## src/rtl/cim_pkg.sv

```systemverilog
// Shared definitions for the CIM datapath: partial-sum and accumulator
// width derivation, and the accumulator FSM state encoding used by both
// the tile accumulator and the CIM controller.
package cim_pkg;

  // Accumulator FSM states (plain constants so legacy controller code can share them)
  localparam logic [1:0] ST_IDLE   = 2'd0;
  localparam logic [1:0] ST_ACCUM  = 2'd1;
  localparam logic [1:0] ST_OUTPUT = 2'd2;

  // One crossbar column sums xbar_size products of two datatype_size operands
  function automatic int psum_width_f(input int datatype_size, input int xbar_size);
    return 2 * datatype_size + $clog2(xbar_size);
  endfunction

  // Summing vertical_tiles partial sums needs log2 growth plus one guard bit
  function automatic int acc_width_f(input int psum_width, input int vertical_tiles);
    return psum_width + $clog2(vertical_tiles) + 1;
  endfunction

  // Beat counter must be able to hold vertical_tiles itself once the last beat lands
  function automatic int tile_idx_width_f(input int vertical_tiles);
    return $clog2(vertical_tiles) + 1;
  endfunction

endpackage

```

## src/rtl/acc_lane.sv

```systemverilog
// One signed column accumulator: synchronous clear, add-on-enable of a
// sign-extended partial sum, asynchronous reset to zero.
module acc_lane #(
  parameter int psum_width = 24,
  parameter int acc_width  = 27
) (
  input  logic                         clk,
  input  logic                         rst,
  input  logic                         i_clear,
  input  logic                         i_en,
  input  logic signed [psum_width-1:0] i_psum,
  output logic signed [acc_width-1:0]  o_acc
);

  logic signed [acc_width-1:0] r_acc;
  logic signed [acc_width-1:0] w_psum_ext;

  assign w_psum_ext = {{(acc_width - psum_width){i_psum[psum_width-1]}}, i_psum};

  // Clear takes priority over accumulate; result is the running column sum
  always_ff @(posedge clk or posedge rst) begin
    // NOTE: accumulator state is reset because o_data must read zero during/after reset.
    if (rst) begin
      r_acc <= '0;
    end else if (i_clear) begin
      // NOTE: non-blocking so every lane samples the same pre-edge state.
      r_acc <= '0;
    end else if (i_en) begin
      r_acc <= r_acc + w_psum_ext;
    end
  end

  assign o_acc = r_acc;

endmodule

```

## src/rtl/tile_acc.sv

```systemverilog
// Tile accumulator: collects vertical_tiles partial-sum beats of num_cols
// columns each, then presents the full-width column sums until taken.
module tile_acc
  import cim_pkg::*;
#(
  parameter int datatype_size  = 8,
  parameter int xbar_size      = 256,
  parameter int vertical_tiles = 2,
  parameter int num_cols       = 4,
  localparam int psum_width    = psum_width_f(datatype_size, xbar_size),
  localparam int acc_width     = acc_width_f(psum_width, vertical_tiles),
  localparam int tidx_width    = tile_idx_width_f(vertical_tiles)
) (
  input  logic                         clk,
  input  logic                         rst,
  input  logic                         i_start_acc,
  input  logic                         i_valid,
  input  logic signed [psum_width-1:0] i_psum [num_cols],
  output logic                         o_ready,
  output logic                         o_valid,
  input  logic                         i_ready,
  output logic signed [acc_width-1:0]  o_data [num_cols],
  output logic                         o_busy,
  output logic [tidx_width-1:0]        o_tile_idx
);

  localparam logic [tidx_width-1:0] LAST_IDX = tidx_width'(vertical_tiles - 1);

  logic [1:0]            r_state;
  logic [1:0]            w_state_nxt;
  logic [tidx_width-1:0] r_tile_idx;
  logic                  w_clear;
  logic                  w_accept;
  logic                  w_last;

  // Start is only honoured from IDLE; beats only consumed in ACCUM
  assign w_clear  = (r_state == ST_IDLE) && i_start_acc;
  assign w_accept = (r_state == ST_ACCUM) && i_valid;
  assign w_last   = w_accept && (r_tile_idx == LAST_IDX);

  // Next-state selection for the IDLE -> ACCUM -> OUTPUT -> IDLE loop
  always_comb begin
    // NOTE: default assignment first so no path leaves w_state_nxt unassigned (no latch).
    w_state_nxt = r_state;
    case (r_state)
      ST_IDLE:   if (i_start_acc) w_state_nxt = ST_ACCUM;
      ST_ACCUM:  if (w_last)      w_state_nxt = ST_OUTPUT;
      ST_OUTPUT: if (i_ready)     w_state_nxt = ST_IDLE;
      default:                    w_state_nxt = ST_IDLE;
    endcase
  end

  // State register
  always_ff @(posedge clk or posedge rst) begin
    if (rst) begin
      r_state <= ST_IDLE;
    end else begin
      r_state <= w_state_nxt;
    end
  end

  // Count of beats accepted in the current accumulation
  always_ff @(posedge clk or posedge rst) begin
    if (rst) begin
      r_tile_idx <= '0;
    end else if (w_clear) begin
      r_tile_idx <= '0;
    end else if (w_accept) begin
      r_tile_idx <= r_tile_idx + 1'b1;
    end
  end

  // One registered accumulator per column; o_data comes straight from these
  for (genvar c = 0; c < num_cols; c++) begin : g_lane
    acc_lane #(
      .psum_width (psum_width),
      .acc_width  (acc_width)
    ) u_lane (
      .clk     (clk),
      .rst     (rst),
      .i_clear (w_clear),
      .i_en    (w_accept),
      .i_psum  (i_psum[c]),
      .o_acc   (o_data[c])
    );
  end

  assign o_ready    = (r_state == ST_ACCUM);
  assign o_valid    = (r_state == ST_OUTPUT);
  assign o_busy     = (r_state != ST_IDLE);
  assign o_tile_idx = r_tile_idx;

endmodule

```

## config.mk

```make
export PLATFORM = sky130hd
export DESIGN_NAME = tile_acc
export DESIGN_NICKNAME = d
export VERILOG_FILES = /design/src/rtl/cim_pkg.sv /design/src/rtl/acc_lane.sv /design/src/rtl/tile_acc.sv
export SDC_FILE = /design/constraint.sdc
export NUM_CORES = 1
export LEC_CHECK = 0
export BUFFER_PORTS_ARGS = -buffer_cell sky130_fd_sc_hd__buf_4
export CAP_MARGIN = 20
export CORE_MARGIN = 2
export CORE_UTILIZATION = 40
export DETAILED_ROUTE_END_ITERATION = 12
export GPL_ROUTABILITY_DRIVEN = 0
export MAX_ROUTING_LAYER = met4
export PLACE_DENSITY = 0.63
export SLEW_MARGIN = 40
export SYNTH_ARGS = -nofsm -noshare
export SYNTH_HDL_FRONTEND = slang
export SYNTH_HIERARCHICAL = 1
export SYNTH_SLANG_ARGS = --single-unit
```

## constraint.sdc

```tcl
create_clock -name clk -period 6.9 [get_ports clk]
set_input_delay 1.38 -clock clk [delete_from_list [all_inputs] [get_ports clk]]
set_output_delay 1.38 -clock clk [all_outputs]
set_load 0.01 [all_outputs]
```

Word level (Yosys, flattened, before mapping)
Index checks and enable logic that the tools add are counted.
Storage, ports and cells
  register bits: 108
  input port bits: 101
  output and inout bits: 109
  word-level logic and storage cells: 38
Cells by class
  $add $sub $neg: 5
  equal/unequal tests: 6
  muxes and demuxes: 14
  reduce and logical (&&, ||, !) cells: 7
Operators by type and width (count)
  26-bit 2-to-1 mux: 8
  26-bit by 24-bit adder with 26-bit output: 4
  2-bit 2-to-1 mux: 5
  2-bit one-hot mux with 3 select lines: 1
  2-bit by 1-bit equality test with 1-bit output, second input constant: 2
  2-bit by 1-bit inequality test with 1-bit output, second input constant: 2
  2-bit nonzero test: 2
  1-bit logical AND: 3
  3-bit AND reduction: 1
  2-bit by 1-bit adder with 2-bit output, second input constant: 1
  2-bit equality test, second input constant: 1
  2-bit logical NOT: 1
  2-bit inequality test, second input constant: 1

Depth between registers and ports, before layout
Gate-level depths: netlist (run 1).
  depth in word-level cells: 5
  depth in mapped cells: 11
  mapped depth without buffers: 11

Cells and area by module
The synthesis (run 1) kept the hierarchy.
By module, submodules not included
  acc_lane (g_lane[0].u_lane ...): instances 2, cells each 288, area an instance 2447.3 µm², sequential area each 650.6 µm²
  acc_lane (g_lane[2].u_lane ...): instances 2, cells each 257, area an instance 2232.1 µm², sequential area each 650.6 µm²
  tile_acc: instances 1, cells each 26, area an instance 270.3 µm², sequential area each 100.1 µm²

Worst setup path after synthesis (run 1)
OpenSTA, ideal clock, no wires.
  path type: input to register
  start point: input port i_psum[24] in the netlist's numbering
  end point: register g_lane[2].u_lane.r_acc[24]
  arrival: 3.250 ns
  path slack: 3.581 ns
  cell stages on the path: 11
  buffers on the path: 0
  path through: ha_1 -> inv_1 -> fa_1 -> nor2b_1 -> o2111ai_1 -> a21oi_1 -> o21ai_0 -> a21oi_1 -> a21oi_1 -> or3_1 -> nand3_1
On the way
  word-level cells in the longest chain between the ends: 3
RTL lines
  start, declared: RTL line tile_acc.sv:18  | input logic signed [psum_width-1:0] i_psum [num_cols],
  26-bit by 24-bit adder with 26-bit output: RTL line acc_lane.sv:29  | r_acc <= r_acc + w_psum_ext;
  26-bit 2-to-1 mux: RTL line acc_lane.sv:28  | end else if (i_en) begin
  26-bit 2-to-1 mux: RTL line acc_lane.sv:25  | end else if (i_clear) begin
  end signal, assigned: RTL line acc_lane.sv:29
  end, declared: RTL line acc_lane.sv:15  | logic signed [acc_width-1:0] r_acc;
No other way between the ends. The select of a mux whose other input is x is not followed.
A chain may end at the register's enable or synchronous reset.

Worst setup path after layout (run 1)
  start point: input port i_psum[0] in the netlist's numbering
  end point: register g_lane[3].u_lane.r_acc[24]
On the way
  word-level cells in the longest chain between the ends: 3
RTL lines (RTL line)
  26-bit by 24-bit adder with 26-bit output: acc_lane.sv:29
  26-bit 2-to-1 mux: acc_lane.sv:28
  26-bit 2-to-1 mux: acc_lane.sv:25
  end signal, assigned: acc_lane.sv:29
  end, declared: acc_lane.sv:15
No other way between the ends. The select of a mux whose other input is x is not followed.

==> insert_results.sql, run 1 <==
INSERT INTO impl_metrics (metric_group, metric, value, unit) VALUES
('power_and_ir_drop', 'power_report.internal_total', '2.87', 'mW'),
('final_layout', 'flow.area_growth_from_synthesis', '22.5', '%'),
('clocking', 'post_cts.resized_instances', '0', ''),
('sta', 'tightest_slew', '0.837', 'ns'),
('drt', 'detailed_routing_iteration_count_for_the_pre_antenna_repair_pass', '6', ''),
('clocking', 'ctsHoldBuffers', '0', ''),
('sta', 'slew_viol_final', '0', ''),
('run_status', 'status', 'finished, final reports clean', ''),
('setup_path', 'cp-start-kind', 'primary input', ''),
('sta', 'max_slew_margin', '44.2', '%'),
('global_route', 'grt_max_degree', '52', ''),
('placed_design', 'placement.setup.worst_slack', '3.09', 'ns'),
('floorplan', 'placementRows', '56', ''),
('synth', 'syn_nets', '1322', ''),
('placed_design', 'post_dp_cell_area', '11500', 'sq um'),
('setup_path', 'end_kind', 'flop', ''),
('clocking', 'tritoncts', 'yes', ''),
('sta', 'final_period_minus_worst_setup_slack', '3.46', 'ns'),
('global_route', 'grt_overflow_total', '0', ''),
('clocking', 'cts_setup_buffers', '0', ''),
('synth', 'ys.flop_type', 'sky130_fd_sc_hd__dfrtp_1', ''),
('drt', 'avgRoutedWirePerCell', '16.5', 'um'),
('synth', 'yosysUniqueCellTypes', '71', ''),
('drt', 'drt.antenna.violating_nets', '0', ''),
('drt', 'route.detailed.vias_per_inst', '5.56', ''),
('placed_design', 'buffer_ports.inserted', '209', ''),
('hold_path', 'min-delay-path-class', 'reg -> reg', ''),
('power_and_ir_drop', 'switching_share', '47.0', '%'),
('synth', 'synthesis.yosys.warnings', '6', ''),
('drt', 'drt_wl_total', '27.0', 'mm'),
('power_and_ir_drop', 'worst_ir_drop_vdd', '0.172', 'mV'),
('clocking', 'htreeDepth', '3', ''),
('setup_path', 'worst-endpoint-required', '7.19', 'ns'),
('flow_run', 'drv_cap', '0', ''),
('clocking', 'tritoncts.num_buffers', '9', ''),
('drt', 'dr_total_vias', '9116', ''),
('global_route', 'antenna_found_initial', '0', ''),
('sta', 'fmaxAchievable', '289', 'MHz'),
('floorplan', 'die_y', '159', 'um'),
('clocking', 'cts_num_sinks', '108', ''),
('power_and_ir_drop', 'power.net_switching', '2.54', 'mW'),
('setup_path', 'peak_fanout_along_the_critical_path', '4', ''),
('placed_design', 'dp_hpwl', '20.7', 'mm'),
('synth', 'synth_edf_count', '0', ''),
('synth', 'syn-instance-count', '1116', ''),
('final_layout', 'finalInstanceArea', '11800', 'sq um'),
('power_and_ir_drop', 'fin_total_pwr', '5.41', 'mW'),
('drt', 'drc', '0', ''),
('floorplan', 'io_pins', '210', ''),
('sta', 'final-hold-violation-count', '0', ''),
('synth', 'share_of_synthesized_area_occupied_by_flip_flops_and_latches', '28.1', '%'),
('power_and_ir_drop', 'leakage', '5.77', 'nW'),
('sta', 'min_period_over_period', '50.2', '%'),
('power_and_ir_drop', 'share_clk_of_total_power', '10.2', '%'),
('synth', 'post-synth-top-area-cell', 'sky130_fd_sc_hd__dfrtp_1', ''),
('synth', 'async_flop_share', '100', '%'),
('sta', 'setup_total_negative_slack', '0', 'ns'),
('synth', 'yosys_register_bits', '108', ''),
('sta', 'setup_viol_count_final', '0', ''),
('final_layout', 'final_core_density', '50.1', '%'),
('floorplan', 'chipWidth', '159', 'um'),
('floorplan', 'floorplan.initialDensity', '40.9', '%'),
('global_route', 'gr-usage-all-layers', '21.7', '%'),
('synth', 'syn_area_per_cell', '8.63', 'sq um'),
('sta', 'skew', '0.00884', 'ns'),
('global_route', 'grt_first_pass_wirelength', '44.5', 'mm'),
('global_route', 'grt_pass1_vias', '8914', ''),
('clocking', 'clock_latency', '0.36', 'ns'),
('synth', 'area_of_the_mapped_netlist', '9630', 'sq um'),
('power_and_ir_drop', 'seqPwrFrac', '22.2', '%'),
('clocking', 'clock_tree.root_cell', 'sky130_fd_sc_hd__clkbuf_16', '');
layer usage:
metal	track usage (%)	wire length, um	vias to the layer above
li1	-	-	4519
met1	29.1	13000	4301
met2	34.7	12200	265
met3	2.76	1310	31
met4	5.58	454	0
met5	-	0	-
cell type report:
type / instances / area [sq um]
fill: 2313 / 11700
sequential: 108 / 2700
clock inverter: 7 / 75.1
multi-input combinational: 936 / 6610
inverter: 43 / 161
clock buffer: 9 / 225
timing repair buffer: 217 / 1630
tap: 319 / 399
cells in the mapped netlist, types with 6 or more instances:
cell type and instances:
sky130_fd_sc_hd__clkbuf_1 16, sky130_fd_sc_hd__nor2_1 99, sky130_fd_sc_hd__o21bai_1 8, sky130_fd_sc_hd__a211o_1 6, sky130_fd_sc_hd__inv_1 43, sky130_fd_sc_hd__nor3_1 18
sky130_fd_sc_hd__mux2i_1 38, sky130_fd_sc_hd__xnor2_1 38, sky130_fd_sc_hd__and3_1 14, sky130_fd_sc_hd__nor3b_1 6, sky130_fd_sc_hd__a31oi_1 12, sky130_fd_sc_hd__and2_1 7
sky130_fd_sc_hd__o22ai_1 6, sky130_fd_sc_hd__buf_6 7, sky130_fd_sc_hd__o2111ai_1 6, sky130_fd_sc_hd__nand3_1 27, sky130_fd_sc_hd__nand2_1 92, sky130_fd_sc_hd__a21o_1 46
sky130_fd_sc_hd__nor2b_1 22, sky130_fd_sc_hd__o211ai_1 8, sky130_fd_sc_hd__o21ai_0 66, sky130_fd_sc_hd__xor2_1 30, sky130_fd_sc_hd__o31ai_1 10, sky130_fd_sc_hd__o31a_1 6
sky130_fd_sc_hd__nand4_1 14, sky130_fd_sc_hd__or3_1 16, sky130_fd_sc_hd__nor4_1 6, sky130_fd_sc_hd__nand2b_1 16, sky130_fd_sc_hd__a21oi_1 106, sky130_fd_sc_hd__dfrtp_1 108
sky130_fd_sc_hd__a211oi_1 8, sky130_fd_sc_hd__ha_1 101, sky130_fd_sc_hd__o21a_1 18, sky130_fd_sc_hd__nand3b_1 6
final timing paths:
| kind | startpoint | to | slack, ns | depth (start not counted) |
|---|---|---|---|---|
| max | i_psum[0] | g_lane[3].u_lane/o_acc[24] | 3.44 | 12 |
| min | g_lane[1].u_lane/o_acc[17] | g_lane[1].u_lane/o_acc[17] | 0.52 | 2 |
| max reg2reg | r_state[1] | g_lane[2].u_lane/o_acc[25] | 4.09 | 6 |
| min reg2reg | g_lane[1].u_lane/o_acc[17] | g_lane[1].u_lane/o_acc[17] | 0.52 | 2 |
| max in group asynchronous | rst | g_lane[0].u_lane/o_acc[19] | 5.36 | 2 |
| min in group asynchronous | rst | r_state[1] | 0.94 | 2 |
state kept, by name, indices dropped and copies added (netlist names):
| name | count |
|---|---|
| o_tile_idx | 2 |
| r_state | 2 |
| g_lane.u_lane/o_acc | 104 |
worst max-delay path: stages:
cell and delay (ns):
sky130_fd_sc_hd__buf_4 0.08, sky130_fd_sc_hd__ha_1 0.15, sky130_fd_sc_hd__inv_1 0.06, sky130_fd_sc_hd__fa_1 0.39, sky130_fd_sc_hd__nor2b_1 0.20, sky130_fd_sc_hd__o2111ai_1 0.17
sky130_fd_sc_hd__a21oi_1 0.33, sky130_fd_sc_hd__o21ai_0 0.19, sky130_fd_sc_hd__a21oi_1 0.28, sky130_fd_sc_hd__a21oi_1 0.13, sky130_fd_sc_hd__or3_1 0.31, sky130_fd_sc_hd__nand3_1 0.08
cells in the final DEF, fill, tap and decap left out, types with 8 or more instances in the layout:
| cell type | synthesis | final |
|---|---|---|
| sky130_fd_sc_hd__nand2b_1 | 16 | 16 |
| sky130_fd_sc_hd__o21ai_0 | 66 | 66 |
| sky130_fd_sc_hd__inv_1 | 43 | 42 |
| sky130_fd_sc_hd__o31ai_1 | 10 | 10 |
| sky130_fd_sc_hd__o211ai_1 | 8 | 8 |
| sky130_fd_sc_hd__nand4_1 | 14 | 14 |
| sky130_fd_sc_hd__a21o_1 | 46 | 46 |
| sky130_fd_sc_hd__nor2_1 | 99 | 98 |
| sky130_fd_sc_hd__xnor2_1 | 38 | 38 |
| sky130_fd_sc_hd__ha_1 | 101 | 101 |
| sky130_fd_sc_hd__buf_4 | 2 | 217 |
| sky130_fd_sc_hd__a21oi_1 | 106 | 106 |
| sky130_fd_sc_hd__a31oi_1 | 12 | 12 |
| sky130_fd_sc_hd__nand2_1 | 92 | 92 |
| sky130_fd_sc_hd__and3_1 | 14 | 14 |
| sky130_fd_sc_hd__nor2b_1 | 22 | 22 |
| sky130_fd_sc_hd__o21a_1 | 18 | 18 |
| sky130_fd_sc_hd__mux2i_1 | 38 | 38 |
| sky130_fd_sc_hd__nand3_1 | 27 | 27 |
| sky130_fd_sc_hd__xor2_1 | 30 | 30 |
| sky130_fd_sc_hd__o21bai_1 | 8 | 8 |
| sky130_fd_sc_hd__a211oi_1 | 8 | 8 |
| sky130_fd_sc_hd__or3_1 | 16 | 16 |
| sky130_fd_sc_hd__dfrtp_1 | 108 | 108 |
| sky130_fd_sc_hd__nor3_1 | 18 | 18 |
| sky130_fd_sc_hd__clkbuf_16 | 0 | 9 |
power groups by stage:
stage | combinational (mW) | sequential (mW) | clock, mW
2_1_floorplan | 2.48 | 1.27 | 0
6_report | 3.65 | 1.20 | 0.552
3_5_place_dp | 3.65 | 1.21 | 0
3_3_place_gp | 3.60 | 1.21 | 0
4_1_cts | 3.66 | 1.20 | 0.572
5_1_grt | 4.07 | 1.25 | 0.591
logic make-up after synthesis:
kind of cell | synth area share [%]
compound gates | 24.5
xor+xnor | 6.19
flops | 28.1
fa+ha+maj | 14.0
buf+inv | 3.46
mux | 4.26
simple gates | 19.6
per-stage QoR:
step / cells / hold WS, ns
global route: 1639 / 0.546
detailed placement: 1623 / 0.502
floorplan: 1116 / 0.511
CTS: 1639 / 0.520
global placement: 1623 / 0.496
finish: 1639 / 0.516
Note: power is estimated with default switching activity, not from simulation.
==> run 2: changes to the inputs <==
- ABC_AREA: not set -> 1
- PLACE_DENSITY: 0.63 -> 0.64
- clock period: 6.9 -> 2.8 ns (I/O delays scaled with it)
==> run 2 against run 1 <==
Compared with the run above:
- first-iteration DRC count rose by 21%
- hold slack got worse by 0.40 ns
- synthesized cell count rose by 76%
- power rose by 130%
- register-to-register slack got worse by 3.8 ns
- critical path type is now reg -> reg
- worst setup slack got worse by 3.2 ns
- sequential share of layout area fell by 3.6 points
- largest power group unchanged
==> insert_results.sql, run 2 <==
INSERT INTO impl_metrics (metric_group, metric, value, unit) VALUES
('sta', 'hold-worst-slack', '0.114', 'ns'),
('sta', 'postLayoutSetupSlackWorst', '0.284', 'ns'),
('floorplan', 'chipWidth', '174', 'um'),
('setup_path', 'ff2ff_path_depth', '8', ''),
('synth', 'ys.flop_type', 'sky130_fd_sc_hd__dfrtp_1', ''),
('setup_path', 'crit_path_max_incr_delay', '0.68', 'ns'),
('sta', 'setup_viol_count_final', '0', ''),
('floorplan', 'placeableCoreArea', '28600', 'sq um'),
('final_layout', 'leading_cell_type_in_the_layout_fill_and_taps_excluded', 'sky130_fd_sc_hd__nand2_1', ''),
('drt', 'count_of_routing_violations_after_the_opening_detailed_route_iteration', '710', ''),
('setup_path', 'worst-endpoint-required', '3.10', 'ns'),
('synth', 'synth-simple-area-share', '44.3', '%'),
('clocking', 'clock_tree.root_cell', 'sky130_fd_sc_hd__clkbuf_16', ''),
('setup_path', 'cp-start-kind', 'flop', ''),
('floorplan', 'die_y', '174', 'um'),
('synth', 'synth-xor-area-share', '0.603', '%'),
('setup_path', 'setup.worst_path.class', 'reg -> reg', ''),
('power_and_ir_drop', 'fin_total_pwr', '12.6', 'mW'),
('final_layout', 'n_antenna_cell', '0', ''),
('synth', 'synth_fa_ha_area_share', '11.6', '%'),
('clocking', 'clk_pin_slew_worst_paths', '0.08', 'ns'),
('clocking', 'clock_latency', '0.37', 'ns'),
('synth', 'share_of_synthesized_area_occupied_by_flip_flops_and_latches', '23.3', '%'),
('global_route', 'grt_max_degree', '27', ''),
('drt', 'drc', '0', ''),
('sta', 'max_slew_margin', '45.0', '%'),
('placed_design', 'buffer_ports.inserted', '209', ''),
('synth', 'synth_edf_count', '0', ''),
('setup_path', 'worst_r2r_endpoint', 'g_lane[0].u_lane/o_acc[6]', ''),
('synth', 'synth_top_cells_by_area', 'sky130_fd_sc_hd__nand2_1, sky130_fd_sc_hd__dfrtp_1, sky130_fd_sc_hd__inv_1, sky130_fd_sc_hd__ha_1, sky130_fd_sc_hd__nand3_1', ''),
('synth', 'synth_compound_area_share', '8.10', '%'),
('synth', 'post_synth_most_frequent_cells', 'sky130_fd_sc_hd__nand2_1, sky130_fd_sc_hd__inv_1, sky130_fd_sc_hd__nor2_1', ''),
('setup_path', 'end_kind', 'flop', ''),
('final_layout', 'drive_above_1_share', '15.9', '%'),
('final_layout', 'register_area', '2700', 'sq um'),
('drt', 'avgRoutedWirePerCell', '13.8', 'um'),
('synth', 'yosysUniqueCellTypes', '28', ''),
('synth', 'yosysMostFrequentCell', 'sky130_fd_sc_hd__nand2_1', ''),
('flow_run', 'drv_cap', '0', ''),
('final_layout', 'filler_cell_count', '3029', ''),
('setup_path', 'slowest_stage', 'sky130_fd_sc_hd__nor2_2', ''),
('global_route', 'grt_pass1_vias', '12200', ''),
('clocking', 'tritoncts', 'yes', ''),
('global_route', 'grt_overflow_total', '0', ''),
('sta', 'skew', '0.00825', 'ns'),
('drt', 'drt_wl_total', '35.3', 'mm'),
('placed_design', 'placement.setup.worst_slack', '0.166', 'ns'),
('synth', 'syn-instance-count', '1959', ''),
('power_and_ir_drop', 'power_density', '902', 'nW/um^2'),
('synth', 'area_of_the_mapped_netlist', '11600', 'sq um'),
('clocking', 'ctsHoldBuffers', '0', ''),
('synth', 'yosys_register_bits', '108', ''),
('drt', 'dr_total_vias', '12600', ''),
('power_and_ir_drop', 'worst_ir_drop_vdd', '0.358', 'mV'),
('sta', 'final_period_minus_worst_setup_slack', '2.52', 'ns'),
('drt', 'drt.antenna.violating_nets', '0', ''),
('sta', 'final-hold-violation-count', '0', ''),
('synth', 'async_flop_share', '100', '%'),
('final_layout', 'design.final.nets', '2385', ''),
('clocking', 'cts_num_sinks', '108', ''),
('drt', 'detailed_routing_iteration_count_for_the_pre_antenna_repair_pass', '5', ''),
('power_and_ir_drop', 'leakage', '8.29', 'nW'),
('final_layout', 'final_core_density', '48.8', '%'),
('run_status', 'status', 'finished, final reports clean', ''),
('clocking', 'cts_setup_buffers', '0', ''),
('sta', 'slew_viol_final', '0', ''),
('global_route', 'gr-usage-all-layers', '24.3', '%'),
('setup_path', 'peak_fanout_along_the_critical_path', '16', ''),
('hold_path', 'min-delay-path-class', 'in -> async', ''),
('synth', 'synth_mux_area_share', '0', '%'),
('drt', 'route.detailed.vias_per_inst', '4.91', ''),
('final_layout', 'flip_flop_count_of_the_largest_register_all_copies_and_words_added', '104', ''),
('sta', 'setup_total_negative_slack', '0', 'ns'),
('global_route', 'grt_first_pass_wirelength', '58.8', 'mm'),
('clocking', 'cts_max_path_buffers', '2', ''),
('global_route', 'antenna_found_initial', '0', ''),
('clocking', 'tritoncts.num_buffers', '9', ''),
('floorplan', 'floorplan.die_area', '30400', 'sq um'),
('placed_design', 'dp_hpwl', '28.5', 'mm'),
('sta', 'tightest_slew', '0.824', 'ns'),
('synth', 'post-synth-top-area-cell', 'sky130_fd_sc_hd__nand2_1', ''),
('setup_path', 'worstReg2RegStart', 'r_state[0]', ''),
('synth', 'syn_nets', '2165', ''),
('sta', 'min_period_over_period', '89.9', '%'),
('synth', 'syn_area_per_cell', '5.93', 'sq um'),
('floorplan', 'io_pins', '210', ''),
('final_layout', 'final_cell_mix', 'sky130_fd_sc_hd__nand2_1, sky130_fd_sc_hd__inv_1, sky130_fd_sc_hd__buf_4', ''),
('floorplan', 'placementRows', '62', ''),
('sta', 'fmaxAchievable', '397', 'MHz'),
('setup_path', 'reg2reg_setup_slack', '0.28', 'ns'),
('clocking', 'post_cts.resized_instances', '0', ''),
('floorplan', 'floorplan.initialDensity', '40.6', '%'),
('final_layout', 'flow.area_growth_from_synthesis', '20.4', '%'),
('synth', 'synth_top_area_share', '25.6', '%'),
('clocking', 'htreeDepth', '3', ''),
('setup_path', 'worstPathCellList', 'nor2_1 > nand2_2 > inv_1 > nor2_2 > clkinv_1 > a21oi_1 > o21ai_0 > nand2_1', ''),
('synth', 'synthesis.yosys.warnings', '6', ''),
('sta', 'rsz0062_at_grt', 'false', ''),
('final_layout', 'multi_input_comb_area', '7510', 'sq um'),
('synth', 'dominant_combinational_cell_family_by_area_after_synthesis', 'simple AND/OR/NAND/NOR gates', ''),
('setup_path', 'crit_arrival', '2.82', 'ns');
## run 2: cell count changes after synthesis, sizes merged, moves of 22 or more
cell	delta
nor2	+85
inv	+314
nor2b	-22
nand2	+739
nand3	+106
xnor2	-38
xor2	-22
mux2i	-38
a21o	-44
## run 2: metal layers
| layer | vias to the layer above | track usage [%] | part of all wire [%] |
|---|---|---|---|
| li1 | 6498 | - | - |
| met1 | 5725 | 30.8 | 46 |
| met2 | 316 | 40.4 | 47 |
| met3 | 61 | 3.11 | 4.7 |
| met5 | - | - | 0 |
| met4 | 0 | 7.39 | 2.5 |
## run 2: worst max-delay path, delay by kind of cell, from the launching register on
| family | cells | cell delay (ns) |
|---|---|---|
| buffers and inverters | 2 | 0.70 |
| flip-flops | 1 | 0.43 |
| AND/OR/NAND/NOR | 4 | 0.97 |
| AO/OA/AOI/OAI | 2 | 0.35 |
## run 2: metrics by stage
step	cell area, sq um	instances
after CTS	14000	2568
after global routing	14000	2568
after global placement	13700	2552
after detailed placement	13700	2552
final	14000	2568
after floorplan	11600	1959
## run 2: layout make-up
| type | count | share of cell area, % |
|---|---|---|
| multi-input cells | 1479 | 53.7 |
| flip-flops and latches | 108 | 19.3 |
| repair buffers | 221 | 11.9 |
| inverters | 360 | 9.66 |
| well taps | 384 | 3.44 |
| clock buffers | 13 | 1.86 |
| clock inverters | 3 | 0.152 |
## run 2: how the worst max path moves through the flow
stage                     from                         end  slack, ns  cells past startpoint
global placement       i_valid  g_lane[1].u_lane/o_acc[13]       0.12                      9
detailed placement     i_valid  g_lane[0].u_lane/o_acc[11]       0.17                      9
finish              r_state[0]   g_lane[0].u_lane/o_acc[6]       0.28                      8
CTS                 r_state[0]   g_lane[0].u_lane/o_acc[8]       0.32                      8
global route        r_state[0]   g_lane[0].u_lane/o_acc[8]       0.05                      8
floorplan           i_psum[72]  g_lane[0].u_lane/o_acc[24]       0.79                     13
## run 2: report_power, final
part	internal [mW]	switching, mW
registers	2.16	0.579
clock network	0.658	0.674
logic	3.14	5.41
total	5.96	6.66
## run 2: cells by family (layout without fill, tap and decap cells)
family | count (synthesis) | after routing
fa+ha+maj | 105 | 105
xor+xnor | 8 | 8
buf+inv | 372 | 597
flops | 108 | 108
simple gates | 1191 | 1191
compound gates | 175 | 175
==> run 3: changes to the inputs <==
- CORE_UTILIZATION: 40 -> 53
- PLACE_DENSITY: 0.64 -> 0.8
==> run 3 against run 2 <==
Compared with the run above:
- flip-flop and latch count is the same
- first-iteration DRC count grew 18%
- die area shrank 24%
- sequential power is essentially flat
- sequential share of layout area grew 0.15 points
- largest power group unchanged
==> insert_results.sql, run 3 (synthesized netlist as in run 2, its figures left out) <==
INSERT INTO impl_metrics (metric_group, metric, value, unit) VALUES
('setup_path', 'crit_path_max_incr_delay', '0.39', 'ns'),
('floorplan', 'io_pins', '210', ''),
('clocking', 'cts_setup_buffers', '0', ''),
('power_and_ir_drop', 'worst_ir_drop_vdd', '0.433', 'mV'),
('global_route', 'grt_pass1_vias', '12000', ''),
('final_layout', 'leading_cell_type_in_the_layout_fill_and_taps_excluded', 'sky130_fd_sc_hd__nand2_1', ''),
('clocking', 'post_cts.resized_instances', '0', ''),
('drt', 'detailed_routing_iteration_count_for_the_pre_antenna_repair_pass', '7', ''),
('clocking', 'clock_latency', '0.37', 'ns'),
('clocking', 'tritoncts.num_buffers', '9', ''),
('drt', 'drt.antenna.violating_nets', '0', ''),
('sta', 'min_period_over_period', '78.8', '%'),
('clocking', 'clock_tree.root_cell', 'sky130_fd_sc_hd__clkbuf_16', ''),
('drt', 'drc', '0', ''),
('clocking', 'cts_num_sinks', '108', ''),
('setup_path', 'peak_fanout_along_the_critical_path', '4', ''),
('clocking', 'htreeDepth', '3', ''),
('floorplan', 'floorplan.initialDensity', '53.5', '%'),
('sta', 'fmaxAchievable', '453', 'MHz'),
('setup_path', 'crit_arrival', '2.46', 'ns'),
('drt', 'drt_wl_total', '33.6', 'mm'),
('floorplan', 'die_y', '152', 'um'),
('setup_path', 'worst-endpoint-required', '3.05', 'ns'),
('setup_path', 'worstPathCellList', 'ha_1 > inv_1 > fa_1 > inv_1 > nand3_1 > nand3_1 > nand2_1 > nand2_1 > nand2_1 > nand2_1 > a21oi_1 > o21ai_0 > nand2_1', ''),
('final_layout', 'flow.area_growth_from_synthesis', '19.5', '%'),
('setup_path', 'family_with_the_most_delay_on_the_worst_path', 'adder cells', ''),
('sta', 'rsz0062_at_grt', 'false', ''),
('setup_path', 'worst-path-stages', '13', ''),
('drt', 'count_of_routing_violations_after_the_opening_detailed_route_iteration', '841', ''),
('sta', 'max_slew_margin', '57.1', '%'),
('final_layout', 'design.final.nets', '2384', ''),
('clocking', 'cts_max_path_buffers', '2', ''),
('sta', 'tightest_slew', '0.643', 'ns'),
('clocking', 'ctsHoldBuffers', '0', ''),
('drt', 'avgRoutedWirePerCell', '13.6', 'um'),
('setup_path', 'worstReg2RegStart', 'g_lane[1].u_lane/o_acc[0]', ''),
('final_layout', 'fin_cells', '2463', ''),
('global_route', 'antenna_found_initial', '0', ''),
('drt', 'route.detailed.vias_per_inst', '5.14', ''),
('setup_path', 'end_kind', 'flop', ''),
('sta', 'skew', '0.00982', 'ns'),
('final_layout', 'drive_above_1_share', '15.9', '%'),
('placed_design', 'post_dp_cell_area', '13600', 'sq um'),
('clocking', 'clk_pin_slew_worst_paths', '0.09', 'ns'),
('sta', 'setup_viol_count_final', '0', ''),
('final_layout', 'flip_flop_count_of_the_largest_register_all_copies_and_words_added', '104', ''),
('placed_design', 'buffer_ports.inserted', '209', ''),
('setup_path', 'setup.worst_path.class', 'reg -> reg', ''),
('setup_path', 'cp-start-kind', 'flop', ''),
('flow_run', 'drv_cap', '0', ''),
('global_route', 'grt_max_degree', '27', ''),
('setup_path', 'reg2reg_setup_slack', '0.59', 'ns'),
('global_route', 'grt_overflow_total', '0', ''),
('clocking', 'tritoncts', 'yes', ''),
('setup_path', 'worst_r2r_endpoint', 'g_lane[1].u_lane/o_acc[12]', ''),
('power_and_ir_drop', 'power_density', '912', 'nW/um^2'),
('sta', 'slew_viol_final', '0', ''),
('sta', 'final_period_minus_worst_setup_slack', '2.21', 'ns'),
('setup_path', 'ff2ff_path_depth', '13', ''),
('floorplan', 'placementRows', '54', ''),
('sta', 'final-hold-violation-count', '0', ''),
('global_route', 'grt_first_pass_wirelength', '55.8', 'mm'),
('setup_path', 'critical_path.startpoint', 'g_lane[1].u_lane/o_acc[0]', ''),
('final_layout', 'n_antenna_cell', '0', ''),
('floorplan', 'floorplan.die_area', '23100', 'sq um'),
('hold_path', 'min-delay-path-class', 'in -> async', ''),
('setup_path', 'critical_path.n_buffers_inverters', '2', ''),
('global_route', 'gr-usage-all-layers', '29.6', '%'),
('setup_path', 'worst_path_most_repeated_cell', 'sky130_fd_sc_hd__nand2_1', ''),
('power_and_ir_drop', 'leakage', '8.29', 'nW'),
('placed_design', 'dp_hpwl', '27.0', 'mm'),
('sta', 'setup_total_negative_slack', '0', 'ns'),
('setup_path', 'slowest_stage', 'sky130_fd_sc_hd__fa_1', ''),
('final_layout', 'finalInstanceArea', '13900', 'sq um'),
('drt', 'dr_total_vias', '12700', ''),
('floorplan', 'chipWidth', '152', 'um'),
('placed_design', 'dp.cells', '2447', ''),
('floorplan', 'placeableCoreArea', '21700', 'sq um'),
('run_status', 'status', 'finished, final reports clean', ''),
('final_layout', 'final_cell_mix', 'sky130_fd_sc_hd__nand2_1, sky130_fd_sc_hd__inv_1, sky130_fd_sc_hd__buf_4', '');
[run 3: cell count changes in the layout (fill, tap and decap cells not counted), sizes merged]
cell	before	now
clkinv	5	4
clkbuf	13	9
buf	221	220
clkinvlp	1	2
inv	357	360
bufinv	0	1
[run 3: layer usage]
layer,part of all wire [%],routed length [um],GRT usage (%),vias to the layer above
met5,0,0,-,-
met4,3.0,1010,10.8,0
met3,5.8,1960,2.99,67
met2,47,15800,49.1,443
met1,44,14900,37.5,5648
li1,-,-,-,6506
[run 3: power by group]
part | leakage (nW) | switching [mW] | internal [mW]
Sequential | 1.40 | 0.580 | 2.16
Clock | 0.145 | 0.688 | 0.711
Combinational | 6.75 | 5.38 | 3.13
Total | 8.29 | 6.65 | 6.01
[run 3: layout make-up]
| type | count | area, sq um |
|---|---|---|
| Tap cell | 280 | 350 |
| Sequential cell | 108 | 2700 |
| Timing Repair Buffer | 220 | 1650 |
| Inverter | 360 | 1350 |
| Clock inverter | 7 | 82.6 |
| Clock buffer | 9 | 225 |
| Multi-Input combinational cell | 1479 | 7510 |
| Fill cell | 2022 | 7820 |
[run 3: worst register-to-register path, delay by kind of cell, from the launching register on]
| kind | cells | cell delay, ns |
|---|---|---|
| DFF | 1 | 0.38 |
| buffers and inverters | 2 | 0.22 |
| adders and majority gates | 2 | 0.68 |
| and+or+nand+nor | 7 | 0.67 |
| AOI/OAI and AO/OA | 2 | 0.15 |
[run 3: stage by stage]
stage	util (%)	hold slack [ns]	total power, mW	worst slack (ns)
floorplan	-	0.326	8.45	0.795
global placement	62.5	0.492	10.9	0.280
detailed placement	62.5	0.497	11.2	0.369
CTS	64.0	0.105	12.6	0.622
global route	64.0	0.107	13.9	0.390
finish	64.0	0.113	12.7	0.594
[run 3: worst max-delay path by stage]
stage               slack (ns)                         end
floorplan                 0.79  g_lane[0].u_lane/o_acc[24]
global placement          0.28   g_lane[2].u_lane/o_acc[6]
detailed placement        0.37  g_lane[1].u_lane/o_acc[24]
CTS                       0.62  g_lane[3].u_lane/o_acc[14]
global route              0.39  g_lane[1].u_lane/o_acc[12]
finish                    0.59  g_lane[1].u_lane/o_acc[12]
